[config.mk]
export PLATFORM = sky130hd
export DESIGN_NAME = bcd_product_converter
export DESIGN_NICKNAME = d
export VERILOG_FILES = /design/src/rtl/bcd_product_converter_pkg.sv /design/src/rtl/bcd_product_converter_digit_adj.sv /design/src/rtl/bcd_product_converter.sv
export SDC_FILE = /design/constraint.sdc
export NUM_CORES = 1
export LEC_CHECK = 0
export BUFFER_PORTS_ARGS = -buffer_cell sky130_fd_sc_hd__buf_2
export CAP_MARGIN = 20
export CORE_UTILIZATION = 45
export CTS_BUF_LIST = sky130_fd_sc_hd__clkbuf_8
export CTS_CLUSTER_SIZE = 25
export DETAILED_ROUTE_END_ITERATION = 16
export PLACE_DENSITY = 0.64
export SETUP_SLACK_MARGIN = 0.15
export SLEW_MARGIN = 10
export SYNTH_ARGS = -nofsm -noshare
export SYNTH_HDL_FRONTEND = slang
export SYNTH_SLANG_ARGS = --single-unit
export TNS_END_PERCENT = 100
[constraint.sdc]
create_clock -name Clock -period 2.6 [get_ports Clock]
set_input_delay 0.26 -clock Clock [delete_from_list [all_inputs] [get_ports Clock]]
set_output_delay 0.26 -clock Clock [all_outputs]
set_load 0.005 [all_outputs]
[src/rtl/bcd_product_converter_pkg.sv]
// ---------------------------------------------------------------------------
// bcd_product_converter_pkg
// Shared definitions for the sequential binary-to-BCD converter:
//   - state_t      : FSM state encoding (IDLE / SHIFT)
//   - BCD_DIGIT_W  : width of one packed BCD digit
//   - ADJ_THRESH   : digit value at or above which the +3 correction applies
//   - ADJ_ADD      : correction added before each shift
// ---------------------------------------------------------------------------
package bcd_product_converter_pkg;

    typedef enum logic {
        S_IDLE  = 1'b0,
        S_SHIFT = 1'b1
    } state_t;

    localparam int         BCD_DIGIT_W = 4;
    localparam logic [3:0] ADJ_THRESH  = 4'd5;
    localparam logic [3:0] ADJ_ADD     = 4'd3;

endpackage

[src/rtl/bcd_product_converter_digit_adj.sv]
// ---------------------------------------------------------------------------
// bcd_digit_adj
// Combinational double-dabble correction for one BCD digit: adds 3 when the
// digit is 5 or more, so that the following left shift carries correctly
// into the next digit.
// Ports:
//   digit_i  in   4  current BCD digit
//   digit_o  out  4  corrected digit (never exceeds 4'd15 for legal inputs)
// ---------------------------------------------------------------------------
module bcd_digit_adj
    import bcd_product_converter_pkg::*;
(
    input  logic [BCD_DIGIT_W-1:0] digit_i,
    output logic [BCD_DIGIT_W-1:0] digit_o
);

    // Legal digits are 0..9, so the largest corrected value is 12 and the
    // 4-bit add cannot carry out of the nibble.
    assign digit_o = (digit_i >= ADJ_THRESH) ? (digit_i + ADJ_ADD) : digit_i;

endmodule

[src/rtl/bcd_product_converter.sv]
// ---------------------------------------------------------------------------
// bcd_product_converter
// Sequential binary-to-BCD converter (shift-and-add-3). Captures P on Start,
// performs one shift per clock for WIDTH clocks and then presents the packed
// BCD result with a one-cycle Done pulse.
// Parameters:
//   WIDTH   binary input width
//   DIGITS  number of BCD digits; 10**DIGITS must exceed 2**WIDTH-1
// Ports:
//   Clock   in   1          rising-edge clock
//   ResetN  in   1          asynchronous active-low reset
//   Start   in   1          conversion request, honoured only in IDLE
//   P       in   WIDTH      binary operand, latched on the accepting edge
//   Busy    out  1          high while a conversion is running
//   Done    out  1          one-cycle pulse, Bcd holds a new result
//   Bcd     out  4*DIGITS   packed BCD, digit 0 in Bcd[3:0]; held until next Done
// ---------------------------------------------------------------------------
module bcd_product_converter
    import bcd_product_converter_pkg::*;
#(
    parameter int WIDTH  = 16,
    parameter int DIGITS = 5
)
(
    input  logic                            Clock,
    input  logic                            ResetN,
    input  logic                            Start,
    input  logic [WIDTH-1:0]                P,
    output logic                            Busy,
    output logic                            Done,
    output logic [BCD_DIGIT_W*DIGITS-1:0]   Bcd
);

    localparam int                BW       = BCD_DIGIT_W * DIGITS;
    localparam int                CNT_W    = $clog2(WIDTH + 1);
    localparam logic [CNT_W-1:0]  CNT_LAST = CNT_W'(WIDTH - 1);

    state_t            state_q;
    logic [WIDTH-1:0]  bin_q;
    logic [WIDTH-1:0]  bin_d;
    logic [BW-1:0]     bcd_q;
    logic [BW-1:0]     bcd_d;
    logic [BW-1:0]     bcdAdj;
    logic [CNT_W-1:0]  cnt_q;
    logic              busy_q;
    logic              done_q;
    logic [BW-1:0]     bcdOut_q;

    // Per-digit +3 correction of the current BCD accumulator.
    for (genvar g = 0; g < DIGITS; g++) begin : g_adj
        bcd_digit_adj u_adj (
            .digit_i (bcd_q [g*BCD_DIGIT_W +: BCD_DIGIT_W]),
            .digit_o (bcdAdj[g*BCD_DIGIT_W +: BCD_DIGIT_W])
        );
    end

    // One double-dabble step: the corrected accumulator and the binary
    // register shift left together, bin_q's MSB entering the BCD LSB.
    // The top bit shifted out of the accumulator is always zero because the
    // digit count covers the full input range.
    always_comb begin
        bcd_d = (bcdAdj << 1) | {{(BW-1){1'b0}}, bin_q[WIDTH-1]};
        bin_d = bin_q << 1;
    end

    // Control FSM with registered Busy/Done/Bcd. The terminal test uses the
    // pre-increment count so the final shifted value is captured on the
    // same edge that raises Done.
    always_ff @(posedge Clock or negedge ResetN) begin
        if (!ResetN) begin
            state_q  <= S_IDLE;
            bin_q    <= '0;
            bcd_q    <= '0;
            cnt_q    <= '0;
            busy_q   <= 1'b0;
            done_q   <= 1'b0;
            bcdOut_q <= '0;
        end else begin
            case (state_q)
                S_IDLE: begin
                    done_q <= 1'b0;
                    if (Start) begin
                        bin_q   <= P;
                        bcd_q   <= '0;
                        cnt_q   <= '0;
                        busy_q  <= 1'b1;
                        state_q <= S_SHIFT;
                    end
                end
                S_SHIFT: begin
                    bin_q <= bin_d;
                    bcd_q <= bcd_d;
                    cnt_q <= cnt_q + 1'b1;
                    if (cnt_q == CNT_LAST) begin
                        bcdOut_q <= bcd_d;
                        done_q   <= 1'b1;
                        busy_q   <= 1'b0;
                        state_q  <= S_IDLE;
                    end
                end
                default: begin
                    state_q <= S_IDLE;
                    busy_q  <= 1'b0;
                    done_q  <= 1'b0;
                end
            endcase
        end
    end

    assign Busy = busy_q;
    assign Done = done_q;
    assign Bcd  = bcdOut_q;

endmodule

==> impl_metrics.toml <==
[routing]
vias_per_cell = 5.634
drtIter0Drc = 203
drc_errors = 0
routedWlPerCell_um = 14.78
vias = 2783
wirelength_um = 7301
drt_pre_antenna_iters = 4
antenna_left = 0

[power]
power_frac_seq_pct = 40.0
cellPowerDensity_nw_per_um2 = 1198
ir_worst_vdd_mv = 0.3690
clockPowerShare_pct = 20.4
power_leakage_uw = 0.001760
switching_share_pct = 39.82
intPower_uw = 2800
pwr-share-comb_pct = 39.7
fin_total_pwr_uw = 4653
p_sw_uw = 1853

[logic_synthesis]
syn_avg_cell_area_um2 = 9.506
ys_warn_count = 0
ys_seq_elements = 64
synth.distinct_cells = 42
synthCells = 358
synth.cell_area_um2 = 3403
synth_top_area_share_pct = 47.06
yosysSeqAreaShare_pct = 47.06
synth_edf_count = 0
synth_ff_type = "dfrtp_1"
synth_nets = 389
yosysTopAreaCell = "dfrtp_1"
synth-async-reset-ratio_pct = 100.0
synthTopCellsByArea = "dfrtp_1 (47%), nand2_1 (5.5%), mux2i_1 (4.7%), ha_1 (4.4%), o21ai_0 (4.0%)"

[sta]
relSlewSlack_pct = 55.68
setup_violations = 0
fin_setup_tns_ns = 0
max_clock_freq_mhz = 454.6
rsz0062_at_grt = "no"
finalClockSkew_ns = 0.005957
finalHoldViolCount = 0
slew_viol_final = 0
min_period_ns = 2.200
worst_pin_slew_ns = 0.6648
fin_crit_sh_pct = 84.60

[setup_path]
reg2reg_from = "cnt_q[0]"
arrival_ns = 2.41
timing.rr.end = "Bcd[5]"
reg2reg_slack_ns = 0.40
crit_type = "reg -> reg"
worstSetupStartpoint = "cnt_q[0]"
critical_path.endpoint = "Bcd[5]"
crit_fanout = 18
reg2regPathDepth = 6
cp-end-kind = "register"
crit_path_start_kind = "register"
crit_required_ns = 2.81

[clock_tree]
clockRootBuffer = "clkbuf_8"
cts_buffer_depth = 2
htree_levels = 3
clkTransAtPathRegs_ns = 0.07
postCtsHoldBufs = 1
cts_setup_buffers = 0
cts_tree = "done"
clk_latency_ns = 0.34
numClockSinks = 64
cts_made_buffers = 9
post_cts_resized = 0

[cells_and_area]
area_growth_pct = 14.15
postLayoutCellArea_um2 = 3885
final_nets = 421
layout_common_cells = "dfrtp_1 (64), nand2_1 (50), buf_2 (40)"
drive_gt1_share_pct = 16.46
antenna_cells = 0
final_common_cell = "dfrtp_1"
instances_no_fill = 494

[place]
dp_cells = 477
port_buffers = 40
hpwlAfterDp_um = 4863
place_area_um2 = 3654
gp_congestion = 0.8620

[hold_path]
holdPathStages = 3
hold_path.class = "in -> reg"

[global_route]
grt_pass1_vias = 2498
grt_pass1_wl_um = 12090
grt_max_degree = 39
grt_usage_pct = 20.13
overflow = 0
grt_antenna_before_repair = 0

[floorplanning]
fp-row-count = 31
chipWidth_um = 88.97
io_pins = 41
initial_utilization_pct = 46.67
fp.dieH_um = 88.97
die_area_um2 = 7915
core_um2 = 7292

[run_status]
status = "completed"

[flow_run]
maxCapViolations = 0
## worst max-delay path: stages (launching register included)
cell and delay [ns]:
dfrtp_1 0.39, ha_1 0.19, and3_1 0.16, ha_1 0.37
and2_1 0.62, o2111ai_1 0.19, o311ai_0 0.15
## power by group through the flow
stage | Clock, uW | Combinational (uW) | Sequential (uW)
4_1_cts | 976 | 1860 | 1860
2_1_floorplan | 0 | 1530 | 1680
3_5_place_dp | 0 | 1850 | 1870
3_3_place_gp | 0 | 1800 | 1870
6_report | 948 | 1850 | 1860
5_1_grt | 1010 | 2130 | 1930
## registers in the layout, indices dropped and copies added, names as in the netlist
| name | flops |
|---|---|
| bcd_q | 20 |
| cnt_q | 5 |
| bin_q | 16 |
| Bcd | 20 |
| Busy | 1 |
| Done | 1 |
| state_q | 1 |
## worst min path at each step
stage	start	endpoint	slack (ns)
after CTS	P[0]	bin_q[0]	0.15
after global placement	ResetN	Bcd[19]	0.33
final	P[0]	bin_q[0]	0.17
after global routing	P[0]	bin_q[0]	0.20
after detailed placement	ResetN	bcd_q[18]	0.34
after floorplan	ResetN	Bcd[0]	-0.04
## kinds of logic after synthesis
family / count (synthesis) / synth area share (%)
flops: 64 / 47.06
compound gates: 97 / 19.89
xor+xnor: 2 / 0.5148
simple gates: 121 / 17.13
mux: 16 / 4.706
buf+inv: 46 / 6.286
fa+ha+maj: 12 / 4.412
## per-layer routing
layer  wire length (um)  share of wire (%)  up-vias  GRT usage (%)
met3                252                3.5        9          3.509
met2               3383                 46       65          31.47
met4                106                1.5        0          8.369
met1               3559                 49     1346          27.83
li1                   -                  -     1363              -
met5                  0                  0        -              0
## through the flow
stage	worst slack, ns	utilization [%]	hold WS, ns
6_report	0.4003	53.28	0.1679
5_1_grt	0.1848	53.28	0.1961
4_1_cts	0.3955	53.28	0.1509
3_5_place_dp	0.4237	50.10	0.3377
3_3_place_gp	0.5397	50.10	0.3302
2_1_floorplan	0.8412	-	-0.03559
## Yosys cell counts (5+ instances only)
| master | n |
|---|---|
| a31oi_1 | 7 |
| o2111ai_1 | 6 |
| o31ai_1 | 7 |
| a21boi_0 | 5 |
| nand2b_1 | 5 |
| o21ai_0 | 27 |
| a21oi_1 | 6 |
| inv_1 | 17 |
| o22ai_1 | 8 |
| clkbuf_1 | 10 |
| ha_1 | 12 |
| a32oi_1 | 5 |
| nor2b_1 | 11 |
| buf_2 | 11 |
| dfrtp_1 | 64 |
| nand3_1 | 24 |
| mux2i_1 | 16 |
| nor2_1 | 10 |
| nor3b_1 | 5 |
| nand2_1 | 50 |
| a2111o_1 | 6 |
## final cells by class
cell class              instances  area (um2)
multi-input cells             248        1588
flip-flops and latches         64        1602
repair buffers                 49       282.8
fillers                       730        3407
inverters                      18       67.56
clock buffers                  10       137.6
clock inverters                 6       83.83
well taps                      99       123.9
Power figures use the tool's default switching activity.
